`config.mk`:
```
export PLATFORM = sky130hd
export DESIGN_NAME = root_channel_array_flat
export DESIGN_NICKNAME = d
export VERILOG_FILES = /design/src/rtl/root_channel_array_if.sv /design/src/rtl/root_channel_array.sv /design/src/flat_wrapper.sv
export SDC_FILE = /design/constraint.sdc
export NUM_CORES = 1
export LEC_CHECK = 0
export ABC_AREA = 1
export CORE_MARGIN = 3
export CORE_UTILIZATION = 55
export CTS_BUF_LIST = sky130_fd_sc_hd__clkbuf_2
export DETAILED_ROUTE_END_ITERATION = 8
export PLACE_DENSITY = 0.9
export SYNTH_ARGS = -nofsm -noshare
export SYNTH_HDL_FRONTEND = slang
export SYNTH_SLANG_ARGS = --single-unit
```
`constraint.sdc`:
```
create_clock -name clk -period 3.6 [get_ports clk]
set_input_delay 0.36 -clock clk [delete_from_list [all_inputs] [get_ports clk]]
set_output_delay 0.36 -clock clk [all_outputs]
set_load 0.01 [all_outputs]
```
`src/rtl/root_channel_array_if.sv`:
```
// Bus bundle for root_channel_array: job input, result output, status and
// a per-channel state view for observation.
//
// Handshake: a transfer occurs on a rising clk edge where valid && ready are
// both high. ready depends only on the receiver's current state. valid and
// payload must be held stable by the sender until that transfer occurs.
interface root_channel_array_if #(
  parameter int NUM_CH = 5,
  parameter int DATA_W = 8,
  parameter int CNT_W  = 16
);
  logic                          flush;
  logic                          in_valid;
  logic                          in_ready;
  logic [DATA_W-1:0]             in_data;
  logic                          out_valid;
  logic                          out_ready;
  logic [DATA_W-1:0]             out_data;
  logic [$clog2(NUM_CH)-1:0]     out_ch;
  logic [$clog2(NUM_CH+1)-1:0]   occupancy;
  logic [CNT_W-1:0]              done_count;
  // Channel i state lives in bits [2*i +: 2]: 0=IDLE, 1=BUSY, 2=DONE.
  logic [2*NUM_CH-1:0]           ch_state;

  modport slave (
    input  flush, in_valid, in_data, out_ready,
    output in_ready, out_valid, out_data, out_ch, occupancy, done_count, ch_state
  );

  modport master (
    output flush, in_valid, in_data, out_ready,
    input  in_ready, out_valid, out_data, out_ch, occupancy, done_count, ch_state
  );
endinterface

```
`src/rtl/root_channel_array.sv`:
```
// Array of NUM_CH fixed-latency worker channels. Jobs are dispatched
// round-robin to idle channels; finished results are returned round-robin
// on a single backpressured output port.
module root_channel_array #(
  parameter int NUM_CH = 5,
  parameter int DATA_W = 8,
  parameter int LAT    = 4,
  parameter int CNT_W  = 16
) (
  input  logic                   clk,
  input  logic                   rst,
  root_channel_array_if.slave    bus
);

  localparam int PTR_W  = $clog2(NUM_CH);
  localparam int OCC_W  = $clog2(NUM_CH + 1);
  localparam int LCNT_W = (LAT > 1) ? $clog2(LAT) : 1;

  typedef enum logic [1:0] {
    ST_IDLE = 2'd0,
    ST_BUSY = 2'd1,
    ST_DONE = 2'd2
  } ch_state_t;

  ch_state_t           state_q [NUM_CH];
  ch_state_t           state_d [NUM_CH];
  logic [LCNT_W-1:0]   cnt_q   [NUM_CH];
  logic [DATA_W-1:0]   res_q   [NUM_CH];

  logic [NUM_CH-1:0]   idle_vec;
  logic [NUM_CH-1:0]   done_vec;
  logic [PTR_W-1:0]    disp_ptr_q;
  logic [PTR_W-1:0]    out_ptr_q;
  logic [PTR_W-1:0]    disp_tgt;
  logic [PTR_W-1:0]    out_sel;
  logic                disp_hit;
  logic                sel_hit;
  logic                in_ready_w;
  logic                out_valid_w;
  logic                disp_fire;
  logic                out_fire;
  logic [CNT_W-1:0]    done_count_q;
  logic [OCC_W-1:0]    occ;
  logic [2*NUM_CH-1:0] ch_state_w;

  // Advance a channel pointer by one, wrapping at NUM_CH.
  function automatic logic [PTR_W-1:0] next_ptr(input logic [PTR_W-1:0] p);
    if (p == PTR_W'(NUM_CH - 1)) next_ptr = '0;
    else                         next_ptr = p + PTR_W'(1);
  endfunction

  // Per-channel status flags and the debug state view.
  always_comb begin
    idle_vec   = '0;
    done_vec   = '0;
    ch_state_w = '0;
    for (int i = 0; i < NUM_CH; i++) begin
      idle_vec[i]          = (state_q[i] == ST_IDLE);
      done_vec[i]          = (state_q[i] == ST_DONE);
      ch_state_w[2*i +: 2] = state_q[i];
    end
  end

  // Dispatch target: first IDLE channel scanning cyclically from disp_ptr.
  always_comb begin
    int idx;
    idx      = 0;
    disp_hit = 1'b0;
    disp_tgt = '0;
    for (int i = 0; i < NUM_CH; i++) begin
      idx = int'(disp_ptr_q) + i;
      if (idx >= NUM_CH) idx = idx - NUM_CH;
      if (!disp_hit && idle_vec[idx]) begin
        disp_hit = 1'b1;
        disp_tgt = PTR_W'(idx);
      end
    end
  end

  // Output select: first DONE channel scanning cyclically from out_ptr.
  always_comb begin
    int idx;
    idx     = 0;
    sel_hit = 1'b0;
    out_sel = '0;
    for (int i = 0; i < NUM_CH; i++) begin
      idx = int'(out_ptr_q) + i;
      if (idx >= NUM_CH) idx = idx - NUM_CH;
      if (!sel_hit && done_vec[idx]) begin
        sel_hit = 1'b1;
        out_sel = PTR_W'(idx);
      end
    end
  end

  // Occupancy is the count of channels that are not IDLE.
  always_comb begin
    occ = '0;
    for (int i = 0; i < NUM_CH; i++) begin
      if (!idle_vec[i]) occ = occ + OCC_W'(1);
    end
  end

  // Flush suppresses both handshakes in the cycle it is asserted.
  assign in_ready_w  = |idle_vec;
  assign out_valid_w = sel_hit;
  assign disp_fire   = bus.in_valid && in_ready_w && !bus.flush;
  assign out_fire    = out_valid_w && bus.out_ready && !bus.flush;

  assign bus.in_ready   = in_ready_w;
  assign bus.out_valid  = out_valid_w;
  assign bus.out_data   = out_valid_w ? res_q[out_sel] : '0;
  assign bus.out_ch     = out_valid_w ? out_sel : '0;
  assign bus.occupancy  = occ;
  assign bus.done_count = done_count_q;
  assign bus.ch_state   = ch_state_w;

  // Channel FSM next state. A channel released by the output handshake only
  // reads IDLE next cycle, so it cannot be re-dispatched in the same cycle.
  always_comb begin
    for (int i = 0; i < NUM_CH; i++) begin
      state_d[i] = state_q[i];
      if (bus.flush) begin
        state_d[i] = ST_IDLE;
      end else begin
        case (state_q[i])
          ST_IDLE: if (disp_fire && disp_tgt == PTR_W'(i)) state_d[i] = ST_BUSY;
          ST_BUSY: if (cnt_q[i] == '0)                     state_d[i] = ST_DONE;
          ST_DONE: if (out_fire && out_sel == PTR_W'(i))   state_d[i] = ST_IDLE;
          default: state_d[i] = ST_IDLE;
        endcase
      end
    end
  end

  // Channel FSM state register.
  always_ff @(posedge clk or posedge rst) begin
    if (rst) begin
      for (int i = 0; i < NUM_CH; i++) state_q[i] <= ST_IDLE;
    end else begin
      for (int i = 0; i < NUM_CH; i++) state_q[i] <= state_d[i];
    end
  end

  // Channel datapath: load result and latency count on dispatch, count down while BUSY.
  always_ff @(posedge clk or posedge rst) begin
    if (rst) begin
      for (int i = 0; i < NUM_CH; i++) begin
        cnt_q[i] <= '0;
        res_q[i] <= '0;
      end
    end else if (bus.flush) begin
      for (int i = 0; i < NUM_CH; i++) begin
        cnt_q[i] <= '0;
        res_q[i] <= '0;
      end
    end else begin
      for (int i = 0; i < NUM_CH; i++) begin
        if (disp_fire && disp_tgt == PTR_W'(i)) begin
          cnt_q[i] <= LCNT_W'(LAT - 1);
          res_q[i] <= bus.in_data + DATA_W'(i);
        end else if (state_q[i] == ST_BUSY && cnt_q[i] != '0) begin
          cnt_q[i] <= cnt_q[i] - LCNT_W'(1);
        end
      end
    end
  end

  // Round-robin pointers move past the channel just served.
  always_ff @(posedge clk or posedge rst) begin
    if (rst) begin
      disp_ptr_q <= '0;
      out_ptr_q  <= '0;
    end else if (bus.flush) begin
      disp_ptr_q <= '0;
      out_ptr_q  <= '0;
    end else begin
      if (disp_fire) disp_ptr_q <= next_ptr(disp_tgt);
      if (out_fire)  out_ptr_q  <= next_ptr(out_sel);
    end
  end

  // Completed-job counter; survives flush, cleared only by reset.
  always_ff @(posedge clk or posedge rst) begin
    if (rst)           done_count_q <= '0;
    else if (out_fire) done_count_q <= done_count_q + CNT_W'(1);
  end

endmodule

```
`src/flat_wrapper.sv`:
```
// flat-port wrapper written by rule: the top's interface ports become plain ports
module root_channel_array_flat 
#(
  parameter int NUM_CH = 5,
  parameter int DATA_W = 8,
  parameter int LAT    = 4,
  parameter int CNT_W  = 16
)
  (clk, rst, bus_flush, bus_in_valid, bus_in_data, bus_out_ready, bus_in_ready, bus_out_valid, bus_out_data, bus_out_ch, bus_occupancy, bus_done_count, bus_ch_state);
  root_channel_array_if #(.NUM_CH(NUM_CH), .DATA_W(DATA_W), .CNT_W(CNT_W)) bus_i ();
  input  logic clk;
  input  logic rst;
  input wire logic [$bits(bus_i.flush)-1:0] bus_flush;
  input wire logic [$bits(bus_i.in_valid)-1:0] bus_in_valid;
  input wire logic [$bits(bus_i.in_data)-1:0] bus_in_data;
  input wire logic [$bits(bus_i.out_ready)-1:0] bus_out_ready;
  output wire logic [$bits(bus_i.in_ready)-1:0] bus_in_ready;
  output wire logic [$bits(bus_i.out_valid)-1:0] bus_out_valid;
  output wire logic [$bits(bus_i.out_data)-1:0] bus_out_data;
  output wire logic [$bits(bus_i.out_ch)-1:0] bus_out_ch;
  output wire logic [$bits(bus_i.occupancy)-1:0] bus_occupancy;
  output wire logic [$bits(bus_i.done_count)-1:0] bus_done_count;
  output wire logic [$bits(bus_i.ch_state)-1:0] bus_ch_state;
  assign bus_i.flush = bus_flush;
  assign bus_i.in_valid = bus_in_valid;
  assign bus_i.in_data = bus_in_data;
  assign bus_i.out_ready = bus_out_ready;
  assign bus_in_ready = bus_i.in_ready;
  assign bus_out_valid = bus_i.out_valid;
  assign bus_out_data = bus_i.out_data;
  assign bus_out_ch = bus_i.out_ch;
  assign bus_occupancy = bus_i.occupancy;
  assign bus_done_count = bus_i.done_count;
  assign bus_ch_state = bus_i.ch_state;
  root_channel_array #(.NUM_CH(NUM_CH), .DATA_W(DATA_W), .LAT(LAT), .CNT_W(CNT_W)) u_core (.clk(clk), .rst(rst), .bus(bus_i));
endmodule
```
==> impl_metrics.tcl <==
set metrics [dict create \
    outcome "finished with violations" \
    violations "negative setup slack" \
    cp-startpoint "u_core.out_ptr_q[1]" \
    r2r-start "u_core.out_ptr_q[1]" \
    tightest_slew_ns 0.506 \
    num_io_pins 55 \
    yosysSeqAreaShare_pct 30.6 \
    postLayoutCoreUtil_pct 78.5 \
    pwr-share-comb_pct 81.7 \
    dp_hpwl_um 14300 \
    drv_cap 0 \
    finalMaxSlewViolations 0 \
    cts_root_buf "clkbuf_2" \
    fin_skew_ns 0.0440 \
    seqCellArea_um2 2060 \
    hold_violations 0 \
    dieArea_um2 13500 \
    drive_gt1_share_pct 29.5 \
    synth_edf_count 0 \
    htree_levels 3 \
    clock.fmax_ghz 0.238 \
    worstSetupStartpointType "flop" \
    avgSynthCellArea_um2 7.19 \
    power_mw 10.6 \
    hold_buffers 0 \
    irDropWorstVdd_mv 0.602 \
    hp-class "primary input to asynchronous set/reset pin" \
    dp.cells 1186 \
    grtUsageTotal_pct 33.5 \
    placed_area_um2 7880 \
    drtIter0Drc 1245 \
    final_cell_area_um2 9160 \
    ys_warn_count 0 \
    num_antenna_cells 0 \
    setup_viol 13 \
    drc 0 \
    synth.distinct_cells 51 \
    grt_overflow 0 \
    netlist_area_um2 6700 \
    syn-num-nets 987 \
    whs_ns 0.0238 \
    critPathArrivalTime_ns 3.85 \
    intPower_mw 4.92 \
    clk_pin_slew_ns 0.28 \
    endpoint "bus_out_data[1]" \
    syn_inst 932 \
    fillers 688 \
    crit_path_end_kind "output port" \
    crit_type "flop to output port" \
    cp_max_fo 6 \
    die_h_um 116 \
    final_cells 1258 \
    cts_sinks 82 \
    grt_pass1_vias 7346 \
    slew_headroom_pct 66.0 \
    switchingPower_mw 5.63 \
    timing.rr.end "u_core.bus.ch_state[7]" \
    syn_to_final_growth_pct 36.7 \
    nets 1165 \
    period_minus_slack_ns 4.21 \
    core_area_um2 11700 \
    p_leak_nw 4.49 \
    synth_ff_type "dfrtp_1" \
    yosys_register_bits 82 \
    vias 7957 \
    start_util_pct 57.4 \
    routedWlPerCell_um 19.6 \
    gp_congestion 0.970 \
    multiInputGateArea_um2 4670 \
    reg2reg_depth 24 \
    drt-total-wl_um 24700 \
    grt_pass1_wl_um 35900 \
    p_clk_share_pct 4.5 \
    clkLatencyLatePin_ns 0.59 \
    cts_tree "done" \
    powerDensity_nw_per_um2 1150 \
    core.rowCount 39 \
    synthArstFlopShare_pct 100 \
    cp.required_ns 3.24 \
    portBuffers 54 \
    antenna_found_initial 0 \
    r2r_slack_ns -0.19 \
    via_per_inst 6.33 \
    cts_buffers 9 \
    seq_power_share_pct 13.7 \
    fin_crit_sh_pct 117 \
    ant_nets 0 \
    p_sw_share_pct 53.3 \
    fin_ws_ns -0.608 \
    grt_start_max_net_pins 36 \
    dr.pass1.iters 8 \
    die_x_um 116 \
    rsz0062_at_grt "yes" \
    cts_buffer_depth 2 \
]
==> how the worst min path moves through the flow <==
stage	from	to	slack, ns	depth (start not counted)
after floorplan	bus_in_data[2]	u_core.res_q[2]	0.45	1
after global placement	u_core.res_q[12]	u_core.res_q[12]	0.47	2
after detailed placement	u_core.res_q[12]	u_core.res_q[12]	0.47	2
after CTS	rst	u_core.bus.done_count[15]	0.04	2
after global routing	rst	u_core.bus.done_count[15]	0.05	2
final	rst	u_core.bus.done_count[15]	0.02	2
==> cell type report <==
type,instances,share of cell area [%]
Clock buffer,9,0.492
Sequential cell,82,22.5
Multi-Input combinational cell,707,51.0
Timing Repair Buffer,186,18.2
Clock inverter,7,0.656
Tap cell,143,1.95
Inverter,124,5.23
==> cells by family (layout without fill, tap and decap cells) <==
family          Yosys count  count (layout)  share of synthesized area, %
simple gates            496             499                          35.7
compound gates          124             124                          10.9
buf+inv                 146             326                          9.17
flops                    82              82                          30.6
fa+ha+maj                42              42                          8.07
xor+xnor                 42              42                          5.49
==> per-stage QoR <==
| stage | TNS [ns] | worst slack (ns) |
|---|---|---|
| finish | -5.18 | -0.608 |
| global route | -11.17 | -0.719 |
| CTS | -1.78 | -0.313 |
| detailed placement | -2.64 | -0.303 |
| global placement | -1.38 | -0.187 |
| floorplan | 0 | 0.108 |
==> registers in the layout, indices dropped and copies added, names as in the netlist <==
register and count:
u_core.res_q 40, u_core.bus.done_count 16, u_core.bus.ch_state 10, u_core.cnt_q 10, u_core.disp_ptr_q 3, u_core.out_ptr_q 3
==> layout by cell type (no fill, tap or decap), types with 9 or more instances in the layout <==
| cell type | synthesis | final |
|---|---|---|
| ha_1 | 40 | 24 |
| nor3_1 | 9 | 9 |
| nand2_4 | 3 | 13 |
| buf_2 | 7 | 10 |
| xor2_1 | 32 | 28 |
| nand2_2 | 17 | 34 |
| o21ai_1 | 12 | 20 |
| nand3_4 | 1 | 10 |
| buf_6 | 6 | 16 |
| o21ai_0 | 47 | 34 |
| nand3_1 | 112 | 104 |
| nor2_4 | 6 | 10 |
| nor2_1 | 34 | 28 |
| dfrtp_1 | 82 | 77 |
| inv_1 | 108 | 94 |
| clkdlybuf4s50_1 | 0 | 40 |
| xnor2_1 | 10 | 9 |
| clkbuf_2 | 1 | 11 |
| o22ai_1 | 21 | 21 |
| a21oi_1 | 17 | 12 |
| ha_4 | 0 | 12 |
| nand4_1 | 37 | 37 |
| nand2_1 | 250 | 221 |
| inv_2 | 13 | 22 |
| buf_4 | 3 | 107 |
==> cell usage after synthesis (2+ instances only) <==
cell type	n	area share, %
o21ai_1	12	0.90
nand3b_1	4	0.45
a22oi_1	2	0.22
nand3_1	112	8.4
inv_2	13	0.73
xnor2_1	10	1.3
o22ai_1	21	2.0
o31ai_1	5	0.56
o211ai_1	7	0.78
nor2_1	34	1.9
clkinv_1	3	0.17
nand2_2	17	1.6
a21oi_1	17	1.3
or2_2	2	0.19
clkbuf_1	5	0.28
a31oi_1	3	0.28
dfrtp_1	82	31
buf_2	7	0.52
nand3_2	3	0.45
buf_6	6	1.0
ha_1	40	7.5
nor2_4	6	1.0
xor2_1	32	4.2
nand2_4	3	0.50
nor3_1	9	0.67
a21oi_2	2	0.26
nand2_1	250	14
nor2_2	5	0.47
inv_1	108	6.1
o21ai_2	3	0.39
nand4_4	3	0.95
buf_4	3	0.34
o32ai_1	2	0.26
nand4_1	37	3.5
o21ai_0	47	3.5
fa_1	2	0.60
==> timing repair <==
| action | CTS | global route |
|---|---|---|
| endpoints found under the hold margin | 0 | 0 |
| gates cloned | 6 | 0 |
| resized for setup | 133 | 98 |
| pin swaps | 35 | 34 |
| buffers inserted | 31 | 19 |
| endpoints found under the setup margin | 29 | 72 |
==> layer usage <==
| layer | wire [um] | part of all wire (%) | track usage, % |
|---|---|---|---|
| met4 | 1620 | 6.6 | 16.9 |
| met1 | 9140 | 37 | 42.6 |
| met2 | 11400 | 46 | 53.5 |
| met5 | 0 | 0 | 0 |
| met3 | 2510 | 10 | 8.08 |
==> power by group through the flow <==
stage	sequential (mW)	combinational, mW	clock (mW)
after global placement	1.42	6.46	0
after floorplan	1.43	4.13	0
after global routing	1.47	9.20	0.506
after detailed placement	1.43	6.63	0
after CTS	1.42	7.40	0.469
final	1.45	8.62	0.479
==> worst max-delay path, cell delays in order (launching register included) <==
cell and delay (ns):
dfrtp_2 0.51, ha_4 0.16, inv_2 0.04, fa_2 0.40, inv_4 0.11, nand2_8 0.07
nand2_4 0.12, nand2_4 0.08, nand2_2 0.08, nand3_2 0.08, nand2_1 0.07, nand2_1 0.06
nand2_2 0.12, buf_4 0.13, buf_4 0.10, inv_1 0.04, nand3_1 0.09, nand3_1 0.09
nand2_2 0.12, nand2_4 0.09, buf_4 0.15, buf_4 0.13, o31ai_2 0.06, nand2_1 0.09
nor2_1 0.11, buf_2 0.15
Note: power is estimated with default switching activity, not from simulation.
